`config.mk`:
```
export PLATFORM = sky130hd
export DESIGN_NAME = hazard_fwd_unit
export DESIGN_NICKNAME = d
export VERILOG_FILES = /design/src/rtl/hazard_fwd_unit.sv
export SDC_FILE = /design/constraint.sdc
export NUM_CORES = 1
export LEC_CHECK = 0
export CAP_MARGIN = 40
export CORE_MARGIN = 4
export CORE_UTILIZATION = 51
export DETAILED_ROUTE_END_ITERATION = 7
export PLACE_DENSITY = 0.84
export SLEW_MARGIN = 40
export SYNTH_ARGS = -nofsm -noshare
export SYNTH_HDL_FRONTEND = slang
export SYNTH_SLANG_ARGS = --single-unit
```
`constraint.sdc`:
```
create_clock -name clk -period 2.4 [get_ports clk]
set_input_delay 0.48 -clock clk [delete_from_list [all_inputs] [get_ports clk]]
set_output_delay 0.48 -clock clk [all_outputs]
set_load 0.01 [all_outputs]
```
`src/rtl/hazard_fwd_unit.sv`:
```
`default_nettype none
// +--------------------------------------------------------------------------+
// | hazard_fwd_unit: EX operand forwarding selects and load-use stall FSM     |
// | with shadow EX/MEM/WB destination tracking. Optional HZD_WB_BYPASS_EN     |
// | adds id_rf_byp_o (WB->ID regfile write-through hint).                     |
// | Revision: 1.0                                                             |
// +--------------------------------------------------------------------------+
module hazard_fwd_unit #(
  parameter int NSRC     = 2,
  parameter int AW       = 5,
  parameter int LOAD_LAT = 1
) (
  input  logic                 clk,
  input  logic                 rst,
  input  logic                 freeze_i,
  input  logic                 flush_i,
  input  logic                 id_valid_i,
  input  logic [NSRC*AW-1:0]   id_src_i,
  input  logic [AW-1:0]        id_dest_i,
  input  logic                 id_regwrite_i,
  input  logic                 id_is_load_i,
  output logic [NSRC*2-1:0]    fwd_sel_o,
  output logic                 stall_o,
  output logic                 ex_bubble_o
`ifdef HZD_WB_BYPASS_EN
  ,
  output logic [NSRC-1:0]      id_rf_byp_o
`endif
);

  typedef enum logic [0:0] {
    S_IDLE  = 1'b0,
    S_STALL = 1'b1
  } state_t;

  localparam logic [1:0] CNT_INIT = 2'(LOAD_LAT - 1);

  state_t            state_q, state_d;
  logic [1:0]        cnt_q, cnt_d;
  logic              stall;

  logic              ex_valid_q, ex_regwrite_q, ex_is_load_q;
  logic [AW-1:0]     ex_dest_q;
  logic [NSRC*AW-1:0] ex_src_q;
  logic              mem_valid_q, mem_regwrite_q, mem_is_load_q;
  logic [AW-1:0]     mem_dest_q;
  logic              wb_valid_q, wb_regwrite_q;
  logic [AW-1:0]     wb_dest_q;

  logic              ex_qual, mem_qual, wb_qual;
  logic [NSRC-1:0]   src_match;
  logic              hazard;

  assign ex_qual  = ex_valid_q  & ex_regwrite_q  & (ex_dest_q  != '0);
  assign mem_qual = mem_valid_q & mem_regwrite_q & (mem_dest_q != '0);
  assign wb_qual  = wb_valid_q  & wb_regwrite_q  & (wb_dest_q  != '0);

  for (genvar k = 0; k < NSRC; k++) begin : g_src
    logic [AW-1:0] id_s;
    logic [AW-1:0] ex_s;
    logic [1:0]    sel;

    assign id_s = id_src_i[k*AW +: AW];
    assign ex_s = ex_src_q[k*AW +: AW];
    assign src_match[k] = (id_s != '0) & (id_s == ex_dest_q);

    // A load still in MEM has no data yet, so it must not be forwarded from EX/MEM.
    always_comb begin
      sel = 2'b00;
      if (ex_s == '0) begin
        sel = 2'b00;
      end else if (mem_qual && !mem_is_load_q && (mem_dest_q == ex_s)) begin
        sel = 2'b10;
      end else if (wb_qual && (wb_dest_q == ex_s)) begin
        sel = 2'b01;
      end
    end

    assign fwd_sel_o[k*2 +: 2] = sel;

`ifdef HZD_WB_BYPASS_EN
    assign id_rf_byp_o[k] = wb_qual & (wb_dest_q == id_s) & (id_s != '0);
`endif
  end

  assign hazard = id_valid_i & ex_qual & ex_is_load_q & (|src_match);

  always_comb begin
    state_d = state_q;
    cnt_d   = cnt_q;
    stall   = 1'b0;
    case (state_q)
      S_IDLE: begin
        stall = hazard & ~flush_i;
        if (stall && (LOAD_LAT > 1)) begin
          state_d = S_STALL;
          cnt_d   = CNT_INIT;
        end
      end
      S_STALL: begin
        if (flush_i) begin
          state_d = S_IDLE;
          cnt_d   = 2'd0;
        end else begin
          stall = 1'b1;
          cnt_d = cnt_q - 2'd1;
          if (cnt_q == 2'd1) begin
            state_d = S_IDLE;
          end
        end
      end
      default: begin
        state_d = S_IDLE;
        cnt_d   = 2'd0;
      end
    endcase
  end

  always_ff @(posedge clk or posedge rst) begin
    if (rst) begin
      state_q <= S_IDLE;
      cnt_q   <= 2'd0;
    end else if (!freeze_i) begin
      state_q <= state_d;
      cnt_q   <= cnt_d;
    end
  end

  always_ff @(posedge clk or posedge rst) begin
    if (rst) begin
      ex_valid_q     <= 1'b0;
      ex_regwrite_q  <= 1'b0;
      ex_is_load_q   <= 1'b0;
      ex_dest_q      <= '0;
      ex_src_q       <= '0;
      mem_valid_q    <= 1'b0;
      mem_regwrite_q <= 1'b0;
      mem_is_load_q  <= 1'b0;
      mem_dest_q     <= '0;
      wb_valid_q     <= 1'b0;
      wb_regwrite_q  <= 1'b0;
      wb_dest_q      <= '0;
    end else if (!freeze_i) begin
      wb_valid_q     <= mem_valid_q;
      wb_regwrite_q  <= mem_regwrite_q;
      wb_dest_q      <= mem_dest_q;
      mem_valid_q    <= ex_valid_q;
      mem_regwrite_q <= ex_regwrite_q;
      mem_is_load_q  <= ex_is_load_q;
      mem_dest_q     <= ex_dest_q;
      ex_valid_q     <= id_valid_i & ~stall & ~flush_i;
      ex_regwrite_q  <= id_regwrite_i;
      ex_is_load_q   <= id_is_load_i;
      ex_dest_q      <= id_dest_i;
      ex_src_q       <= id_src_i;
    end
  end

  assign stall_o     = stall;
  assign ex_bubble_o = ~ex_valid_q;

endmodule
`default_nettype wire

```
; Word level (Yosys, flattened, before mapping)
; Cells that the tools add are included.
[totals]
in_bits = 22
reg_bits = 36
output_inout_bits = 6
[op_classes]
addsub = 1
eq_ne = 7
muxes = 12
reduce_logical = 15
bitwise = 19
[ops]
columns = cell, count
row1 = == test 5 bit, 6
row2 = nonzero test 5 bit, 5
row3 = AND 1 bit, 14
row4 = logical NOT 5 bit, 2
row5 = two-way mux 2 bit, 5
row6 = two-way mux 1 bit, 6
row7 = logical AND 1 bit, 5
row8 = NOT 1 bit, 5
row9 = "== test 2 x 1 -> 1 bit, second input constant", 1
row10 = one-hot mux 1 bit (2 select lines), 1
row11 = AND reduction 2 bit, 1
row12 = OR reduction 2 bit, 1
row13 = "subtractor 2 x 1 -> 2 bit, second input constant", 1
row14 = logical NOT 1 bit, 1

; Longest topological paths before layout
[logic_depth]
ltp_word = 10
depth_mapped = 4

; Worst setup path after synthesis
; No wires, ideal clock.
[synth_timing]
kind = register -> output
from = register mem_dest_q[3]
to = output port fwd_sel_o[0]
arrival_ns = 1.481
n_path_buf = 0
slack_ns = 0.439
t_required_ns = 1.920
stages_incl_launch_ff = 5
path_cell_list = dfrtp_1 > or4_1 > o2111ai_2 > nor4_1 > nor3_2
[synth_via]
elab_chain_cells = 6
[synth_rtl]
columns = element, line_no
row1 = "start, declared", 46  ; logic [AW-1:0] mem_dest_q;
row2 = "start signal, assigned", 150  ; mem_dest_q <= ex_dest_q;
row3 = nonzero test 5 bit, 55  ; assign mem_qual = mem_valid_q & mem_regwrite_q & (mem_dest_q != '0);
row4 = AND 1 bit, 55
row5 = logical AND 1 bit, 72  ; end else if (mem_qual && !mem_is_load_q && (mem_dest_q == ex_s)) begin
row6 = logical AND 1 bit *, 72
row7 = two-way mux 2 bit *, 72
row8 = two-way mux 2 bit *, 70  ; if (ex_s == '0) begin
row9 = "end, declared", 22  ; output logic [NSRC*2-1:0] fwd_sel_o,
; Every way passes the cells marked *; elsewhere a longest branch is shown, timed or not.

; Worst setup path after layout
[layout_timing]
from = register mem_dest_q[2]
to = output port fwd_sel_o[0]
; The elaborated chain is that of the path after synthesis.

==> summary.md <==
| Metric | Value |
|---|---|
| Outcome | `finished, final reports clean` |
| Worst Hold Path Cells | `1` |
| Clk_skew | `0.00886 ns` |
| XOR/XNOR Fraction of Synth Area | `12.4%` |
| Worst setup path class | `reg -> out` |
| Pin count of the biggest net entering global routing | `37` |
| CTS Root Cell | `clkbuf_4` |
| IO Port Bufs | `27` |
| Via-to-Cell Ratio | `5.38` |
| Reg2reg end | `ex_valid_q` |
| Slowest CP cell | `or4_4` |
| Worst R2R Start | `ex_dest_q[0]` |
| Post-Synth Simple-Gate Area | `11.3%` |
| Syn nets | `176` |
| Syn Inst Count | `153` |
| Via count | `1373` |
| ANT cells | `0` |
| Final instance area | `2460 µm²` |
| Clock tree buffer depth | `2` |
| Fin. Hold Viols | `0` |
| Unrepaired setup endpoints after global routing | `yes` |
| Worst setup margin | `0.00592 ns` |
| Synth-to-layout area growth | `33.3%` |
| Post-synthesis sequential area ratio | `48.9%` |
| Hold-fix buffers at CTS | `0` |
| Chip height | `68.1 µm` |
| Setup TNS | `0 ns` |
| WHS Endpoint | `mem_is_load_q` |
| Finish-stage setup viols | `0` |
| Compound-Gate Fraction of Synth Area | `5.16%` |
| Post-DP HPWL | `3080 µm` |
| Max Fclk | `418 MHz` |
| Hold/Removal Path Class | `reg -> reg` |
| Crit-path cells | `or4_4, o2111ai_4, nor4_4, nor3_2, buf_2` |
| CTS tree | `done` |
| Multiplexer area fraction after synthesis | `19.6%` |
| Crit. Startpoint | `mem_dest_q[2]` |
| Hold Crit Start | `mem_is_load_q` |
| Max_slew headroom | `69.9%` |
| Register-to-register setup slack | `1.00 ns` |
| Worst-Margin Slew | `0.452 ns` |
| Critical path buffers and inverters | `1` |
| Critical path's top delay family | `simple AND/OR/NAND/NOR gates` |
| Residual DRC | `0` |
| Area share of the largest cell type after synthesis | `48.9%` |
| Clk sink count | `36` |
| Total CTS buffers | `5` |
| Die X | `68.1 µm` |
| Clk_lat worst skew | `0.34 ns` |
| Mapped Area | `1840 µm²` |
| Total gr overflow | `0` |
| Main area contributors after synthesis | `dfrtp_1, mux2_2, xnor2_1` |
| Initial DRC Count | `78` |
| Post-DR wirelength/cell | `16.7 µm` |
| Fillers | `245` |
| Syn_area_per_cell | `12.0 µm²` |
| GRT Resource Usage Total | `21.3%` |
| First-pass iteration count of the detailed router | `4` |
| Count of different cell masters after synthesis | `30` |
| Vias in the first global route | `1545` |
| Post-DP Area | `2350 µm²` |
| Layout net count | `232` |
| Worst Reg-to-Reg Cells | `6` |
| Initial core utilization | `54.0%` |
| First-pass GRT wire length | `7090 µm` |
| Die area | `4640 µm²` |
| Final Util | `71.9%` |
| CP Data Required Time | `1.92 ns` |
| Worst VDD drop | `0.000424 V` |
| Combinational family with the most area after synthesis | `multiplexers` |
| Max Cap Violations | `0` |
| # IOs | `28` |
| Setup Buffers After CTS | `0` |
| H-tree levels | `2` |
| Initial antenna violation count | `0` |
| Leakage power | `0.00105 µW` |
| Row count | `21` |
| Crit share post-route | `99.8%` |
| Crit-path max FO | `2` |
| Slew Limit Fails | `0` |
| Worst-path clk slew | `0.10 ns` |
| Synthesized flop and latch total | `36` |
| CP max stage delay | `0.56 ns` |
| Pre-CTS worst setup slack | `-0.492 ns` |
| Critical path arrival | `1.91 ns` |
| Worst Setup Start Kind | `flop` |
| Final hold slack | `0.517 ns` |
| Post-synthesis adder-cell area fraction | `0.679%` |
| Yosys top cell by area | `dfrtp_1` |
| Kind of end point of the critical path | `primary output` |
| PD cells | `590 nW/µm²` |
| RD Place Congestion | `0.810` |
| Synth warnings | `0` |
| Final WL | `4260 µm` |
| Routed Antenna Nets | `0` |
| Final Critical Period | `2.39 ns` |
| Area of the core | `3420 µm²` |
| Layout cells sized above 1 | `38.8%` |
Yosys cell counts:
| master | number |
|---|---|
| inv_1 | 5 |
| clkbuf_1 | 1 |
| a22o_1 | 1 |
| or3_1 | 2 |
| nand4_1 | 3 |
| nor3_1 | 3 |
| o22ai_1 | 1 |
| nand3_1 | 3 |
| nor3_2 | 2 |
| nor2b_1 | 1 |
| o21a_1 | 1 |
| o311a_1 | 1 |
| a22oi_1 | 1 |
| and2_1 | 3 |
| o2111ai_2 | 1 |
| and4_1 | 1 |
| xnor2_1 | 18 |
| buf_2 | 3 |
| o21ai_1 | 1 |
| ha_1 | 1 |
| nor2_1 | 5 |
| nand2b_1 | 1 |
| or4_1 | 4 |
| nand2_1 | 2 |
| nor4_1 | 5 |
| mux2_2 | 32 |
| o21ai_0 | 4 |
| xor2_1 | 8 |
| a21oi_1 | 3 |
| dfrtp_1 | 36 |
metal layers:
layer	track usage [%]	vias up	share of wire, %
met2	35.9	31	52
met1	24.8	671	42
met4	10.2	0	2.4
li1	-	662	-
met3	6.08	9	3.7
met5	0	-	0
worst max path at each step:
stage	end	cells after the start	slack [ns]
final	fwd_sel_o[0]	5	0.006
after global routing	fwd_sel_o[0]	5	-0.09
after CTS	fwd_sel_o[0]	5	-0.04
after detailed placement	stall_o	6	-0.49
after global placement	stall_o	6	-0.49
after floorplan	fwd_sel_o[0]	4	0.44
stage by stage:
stage                     total power [µW]  std cells
after floorplan                        966        153
after CTS                             1440        255
after detailed placement              1120        248
after global routing                  1520        255
after global placement                1100        248
final                                 1450        255
worst reg2reg max path, stage by stage, from the launching register on:
cell     delay [ns]
dfrtp_1        0.38
buf_4          0.16
xnor2_1        0.18
nand4_1        0.15
o22ai_2        0.24
buf_4          0.14
o21ai_1        0.05
cells in the final DEF, fill, tap and decap left out, types with 5 or more instances in the layout:
| master | count |
|---|---|
| clkbuf_4 | 5 |
| xor2_1 | 8 |
| inv_1 | 5 |
| mux2_2 | 32 |
| nor2_1 | 5 |
| dlygate4sd2_1 | 6 |
| dfrtp_1 | 36 |
| xnor2_1 | 18 |
| buf_4 | 26 |
| clkdlybuf4s50_1 | 14 |
sequential cells by signal (all words and copies together), names as in the netlist, 2 cells and up:
signal      count
cnt_q           2
ex_dest_q       5
ex_src_q       10
mem_dest_q      5
wb_dest_q       5
what timing repair did:
action,in CTS,in global routing
cloned,0,0
setup endpoints to repair,5,5
resized for setup,37,7
pin swaps,9,5
where the power goes:
| part | internal, µW | switching (µW) | leakage (µW) |
|---|---|---|---|
| Combinational | 218 | 169 | 0.000593 |
| Sequential | 680 | 83.5 | 0.000426 |
| Clock | 108 | 190 | 0.0000281 |
| Total | 1010 | 443 | 0.00105 |
cell families (layout without fill, tap and decap cells):
group,after synthesis,in the layout
muxes,32,32
and+or+nand+nor,35,35
xor gates and xnor gates,26,26
buffers and inverters,9,65
AOI/OAI and AO/OA,14,14
adders and majority gates,1,1
DFF,36,36
cell type report:
type / count / area, µm² / share of cell area (%)
Multi-Input combinational cell: 108 / 982 / 40.0
Tap cell: 46 / 57.6 / 2.34
Clock inverter: 1 / 5.00 / 0.204
Clock buffer: 6 / 41.3 / 1.68
Timing Repair Buffer: 53 / 450 / 18.3
Sequential cell: 36 / 901 / 36.7
Inverter: 5 / 18.8 / 0.764
(Power assumes the default switching activity.)
==> edit 1 (same flow settings) <==
Build with the macro `HZD_WB_BYPASS_EN` defined.
--- a/src/rtl/hazard_fwd_unit.sv
+++ b/src/rtl/hazard_fwd_unit.sv
@@ -5,6 +5,8 @@
 // | adds id_rf_byp_o (WB->ID regfile write-through hint).                     |
 // | Revision: 1.0                                                             |
 // +--------------------------------------------------------------------------+
+`define HZD_WB_BYPASS_EN
+
 module hazard_fwd_unit #(
   parameter int NSRC     = 2,
   parameter int AW       = 5,
Function (old outputs only; new: id_rf_byp_o): kept (equiv_simple and equiv_induct, registers matched by name and starting in step).
==> edit 1 against the original RTL <==
- core utilization down 2.0 points
- clock skew hardly changed
- combinational power is 17% higher
- wire length rose by 11%
- synthesized cell count is 10% higher
- sequential share of layout area decreased by 1.7 points
- worst setup slack better by 0.026 ns
- total power grew 16%
- design area rose by 5.0%
- critical path depth stayed put
- sequential cell count stayed put
- synthesized area up 6.4%
- register-to-register slack worse by 0.27 ns
==> edit 1: results (changes against the original RTL) <==
Clocking
  • Clk_lat worst skew: 0.29 ns (was 0.34 ns)
  • CTS Buffer Depth: 2 (unchanged)
  • Clock Pin Slew Worst Setup and Hold Paths: 0.07 ns (was 0.10 ns)
  • Root buf cell: clkbuf_8 (was clkbuf_4)
  • Num CTS Buffers: 5 (unchanged)

Global route
  • Vias in the first global route: 1649 (was 1545)
  • Met2 usage: 0.3326 (was 0.3586)
  • Global-route wire length before repair: 7907 um (was 7086 um)
  • Global Route met1 Usage: 0.2511 (was 0.2476)
  • Met3 global-route usage: 0.06331 (was 0.06076)
  • GRT Overall Usage: 0.2055 (was 0.2126)
  • Largest net degree at the start of global routing: 37 (unchanged)

Layout
  • Multi-input combinational cell count: 120 (was 108)
  • # nets final: 244 (was 232)
  • Area occupied by multi-input gates: 0.001067 mm^2 (was 982.2 um^2)
  • Invs w/o clock: 4 (was 5)
  • Seq area share: 0.3501 (was 0.3668)
  • Antenna Cells: 0 (unchanged)
  • Largest Register: ex_src_q (unchanged)
  • # fillers: 284 (was 245)
  • Share of layout cells above drive strength 1: 0.4054 (was 0.3876)
  • Nonclk buf count: 54 (was 53)
  • Clk tree area frac: 0.03589 (was 0.01885)
  • Non-clk buf share: 0.1712 (was 0.1834)
  • Max FFs per register: 10 (unchanged)

Synthesis
  • Syn_nets: 192 (was 176)
  • Top post-synthesis cells by area: dfrtp_1 46%, mux2_2 18%, xnor2_1 8.9%, xor2_1 8.0%, or4_1 2.3% (was dfrtp_1 49%, mux2_2 20%, xnor2_1 8.6%, xor2_1 3.8%, nor4_1 1.7%)
  • Register area share after synthesis: 0.4592 (was 0.4888)
  • Post-synth top cells: 36 x dfrtp_1, 32 x mux2_2, 20 x xnor2_1 (was 36 x dfrtp_1, 32 x mux2_2, 18 x xnor2_1)
  • Synthesis Warnings: 0 (unchanged)
  • Top cell type's share of synthesized area: 0.4592 (was 0.4888)
  • Fraction of registers with async set/reset: 1.000 (unchanged)
  • Netlist cell types: 25 (was 30)

Drt
  • Pre-antenna DRT Iters: 4 (unchanged)
  • Wire per inst: 17.47 um (was 16.69 um)
  • Total number of vias: 1520 (was 1373)
  • Initial DRC count: 89 (was 78)

STA
  • Clock skew: 0.008813 ns (was 0.008864 ns)
  • Max-slew headroom: 0.6969 (was 0.6988)

Worst setup path
  • Arr. time, crit path: 1.89 ns (was 1.91 ns)
  • Top delay family on crit path: simple AND/OR/NAND/NOR gates (unchanged)
  • Worst Path Class, Setup: flip-flop to output pin (unchanged)
  • Slowest cell on crit path: or4_4 (unchanged)

Status
  • Status: finished, final reports clean (unchanged)

Pwr
  • P_leak: 1.070 nW (was 1.047 nW)
  • Worst vdd ir: 0.4688 mV (was 0.4243 mV)

Place
  • GP Congestion: 0.8988 (was 0.8099)
  • IO buf count: 29 (was 27)
  • HPWL after detailed placement: 3437 um (was 3076 um)

Hold path
  • Hold WC Path Type: flip-flop to flip-flop (unchanged)
edit 1: timing repair:
| item | in CTS | in global routing |
|---|---|---|
| hold endpoints to repair | 0 | 0 |
| endpoints found under the setup margin | 7 | 7 |
| buffers inserted | 1 | 4 |
| gates resized for setup | 48 | 6 |
| pin swaps | 6 | 3 |
edit 1: layer usage:
layer | wire (um) | up-vias
li1 | - | 699
met1 | 1997 | 767
met2 | 2355 | 41
met3 | 261 | 13
met4 | 102 | 0
met5 | 0 | -
edit 1: metrics by stage:
stage	cell area (um^2)	worst slack, ns	cells	hold slack (ns)
finish	2580	0.03210	270	0.5177
global route	2580	-0.04239	270	0.5203
CTS	2544	-0.03642	266	0.5268
detailed placement	2432	-0.6972	258	0.5100
global placement	2432	-0.6566	258	0.4873
floorplan	1962	0.3924	169	0.4674
edit 1: power breakdown:
group	switching (mW)	internal (mW)	total, mW
clock	0.212	0.229	0.441
sequential	0.103	0.689	0.792
combinational	0.199	0.253	0.452
total	0.514	1.17	1.68
edit 1: path summary, 6_finish.rpt:
| kind | start | end | slack (ns) | depth (start not counted) |
|---|---|---|---|---|
| worst max-delay path | mem_dest_q[0] | fwd_sel_o[2] | 0.03 | 5 |
| worst min-delay path | mem_valid_q | mem_valid_q | 0.52 | 2 |
| worst max register to register | ex_dest_q[0] | ex_valid_q | 0.73 | 7 |
| worst min register to register | mem_valid_q | mem_valid_q | 0.52 | 2 |
| max in group asynchronous | rst | wb_dest_q[3] | 1.46 | 3 |
| min in group asynchronous | rst | mem_dest_q[4] | 0.59 | 3 |
edit 1: logic make-up after synthesis:
family,share of synthesized area
DFF,0.4592
adders and majority gates,0.006377
and+or+nand+nor,0.1212
muxes,0.1837
AOI/OAI and AO/OA,0.03316
buffers and inverters,0.02678
xor gates and xnor gates,0.1696
==> edit 2 (config.mk and constraints unchanged) <==
Without the edit above. Reset style: synchronous (`rst`), changed in 2 clocked blocks.
--- a/src/rtl/hazard_fwd_unit.sv
+++ b/src/rtl/hazard_fwd_unit.sv
@@ -116,7 +116,7 @@
     endcase
   end
 
-  always_ff @(posedge clk or posedge rst) begin
+  always_ff @(posedge clk) begin
     if (rst) begin
       state_q <= S_IDLE;
       cnt_q   <= 2'd0;
@@ -126,7 +126,7 @@
     end
   end
 
-  always_ff @(posedge clk or posedge rst) begin
+  always_ff @(posedge clk) begin
     if (rst) begin
       ex_valid_q     <= 1'b0;
       ex_regwrite_q  <= 1'b0;
Behaviour: differs if rst is asserted again (counterexample within 4 cycles, from zero or initial values and one cycle with rst high); with rst held inactive, the same outputs for 10 cycles.
==> edit 2 against the original RTL <==
- critical path depth stayed put
- total power is 15% lower
- worst setup slack worse by 0.062 ns
- wire length is 2.1% lower
- register-to-register slack worse by 0.06 ns
- combinational power is 45% lower
- count of clock-buffer cells in the layout is 1 higher
- sequential power is 14% lower
- via count is 9.0% higher
- sequential cell count stayed put
- non-clock buffer count is 6 lower
- the flow now finishes with violations (negative setup slack)
- largest cell class unchanged
- design area is 5.0% lower
- synthesized area is 5.1% lower
==> edit 2: results (changes against the original RTL) <==
Synthesis
  • Top post-synthesis cells by area: dfxtp_1 41%, mux2i_1 18%, nor2_1 7.7%, xnor2_1 7.0%, xor2_1 6.0% (was dfrtp_1 49%, mux2_2 20%, xnor2_1 8.6%, xor2_1 3.8%, nor4_1 1.7%)
  • Post-synth top cells: 36 x dfxtp_1, 36 x nor2_1, 32 x mux2i_1 (was 36 x dfrtp_1, 32 x mux2_2, 18 x xnor2_1)
  • Syn Area/Cell: 9.304 um^2 (was 12.05 um^2)
  • Netlist cell types: 28 (was 30)
  • Fraction of registers with async set/reset: 0 (was 1.000)
  • Register area share after synthesis: 0.4120 (was 0.4888)
  • Predominant post-synthesis flop cell: dfxtp_1 (was dfrtp_1)

Worst setup path
  • Reg-to-Reg End: ex_valid_q (unchanged)
  • Setup slack, reg-to-reg: 0.94 ns (was 1.00 ns)
  • Reg2reg start: ex_dest_q[3] (was ex_dest_q[0])
  • Arr. time, crit path: 1.98 ns (was 1.91 ns)

STA
  • Final Hold Slack: 0.4699 ns (was 0.5168 ns)
  • Clock skew: 0.005486 ns (was 0.008864 ns)
  • Worst-margin pin slew: 0.4481 ns (was 0.4518 ns)
  • Worst setup margin: -0.05635 ns (was 0.005922 ns)
  • # setup viols final: 4 (was 0)

Layout
  • Sequential cell area: 724.4 um^2 (was 900.9 um^2)
  • # nets final: 257 (was 232)
  • Share of layout cells above drive strength 1: 0.2051 (was 0.3876)

Global route
  • Largest net degree at the start of global routing: 27 (was 37)
  • Global-route wire length before repair: 6837 um (was 7086 um)
  • GRT Overall Usage: 0.2018 (was 0.2126)

Hold path
  • Worst hold path cell count: 3 (was 1)
  • Hold WC Path Type: input pin to flip-flop (was flip-flop to flip-flop)
  • Hold EP: ex_src_q[9] (was mem_is_load_q)

Place
  • HPWL after detailed placement: 2958 um (was 3076 um)
  • Dpl cells: 273 (was 248)
  • Dpl cell area: 0.002188 mm^2 (was 0.002347 mm^2)

Drt
  • Total number of vias: 1497 (was 1373)
  • Initial DRC count: 92 (was 78)
  • DR vias/cell: 5.346 (was 5.384)

Status
  • Violated checks: negative setup slack
  • Status: finished with violations (was finished, final reports clean)

Pwr
  • P_leak: 1.037 nW (was 1.047 nW)
[edit 2: cell types whose count changed after synthesis, moves of 6 or more]
cell	unedited run	this run
dfrtp_1	36	0
dfxtp_1	0	36
mux2_2	32	0
mux2i_1	0	32
nor2_1	5	36
nor4_1	5	11
[edit 2: layout make-up]
cell class | count | area share
clock buffers | 7 | 0.02790
inverters | 3 | 0.004828
multi-input cells | 141 | 0.4582
flip-flops and latches | 36 | 0.3106
well taps | 46 | 0.02468
repair buffers | 47 | 0.1738
[edit 2: cells by family after synthesis]
logic type	count (synthesis)	synth area share
flip-flops	36	0.4120
adder cells (fa/ha/maj)	1	0.007152
AO/OA/AOI/OAI	13	0.05007
multiplexers	32	0.1831
buffers and inverters	11	0.02574
AND/OR/NAND/NOR	69	0.1917
XOR/XNOR	26	0.1302
[edit 2: critical path: cells and delay by family, from the launching register on]
| family | cells | cell delay (ns) |
|---|---|---|
| DFF | 1 | 0.32 |
| buffers and inverters | 1 | 0.17 |
| and+or+nand+nor | 3 | 0.86 |
| AOI/OAI and AO/OA | 1 | 0.29 |
[edit 2: worst max-delay path by stage]
stage,from,to,slack [ns],cells after the start
global placement,id_src_i[5],stall_o,-0.64,6
floorplan,mem_dest_q[1],fwd_sel_o[0],0.30,4
detailed placement,id_src_i[5],stall_o,-0.63,6
finish,mem_dest_q[2],fwd_sel_o[0],-0.06,5
global route,mem_dest_q[2],fwd_sel_o[0],-0.16,5
CTS,mem_dest_q[1],fwd_sel_o[0],-0.07,5
[edit 2: what timing repair did]
item,in CTS,in global routing
gates resized for setup,29,15
pin swaps,5,9
cloned,0,0
endpoints found under the setup margin,5,5
hold buffers,0,0
buffers inserted,0,0
[edit 2: metrics by stage]
step / worst slack, ns / setup TNS, ns
after detailed placement: -0.6346 / -0.9073
after global routing: -0.1592 / -0.5236
after floorplan: 0.2955 / 0
after CTS: -0.07390 / -0.2514
after global placement: -0.6388 / -0.9140
final: -0.05635 / -0.1645
[edit 2: per-layer routing]
layer / part of all wire / track usage / up-vias
li1: - / - / 744
met1: 0.43 / 0.2471 / 711
met2: 0.51 / 0.3391 / 33
met3: 0.042 / 0.04216 / 9
met4: 0.017 / 0.08629 / 0
met5: 0 / 0 / -
[edit 2: report_power, final]
group	switching (mW)	leakage [nW]	internal, mW
registers	0.0322	0.296	0.623
logic	0.101	0.704	0.113
clock network	0.190	0.0374	0.166
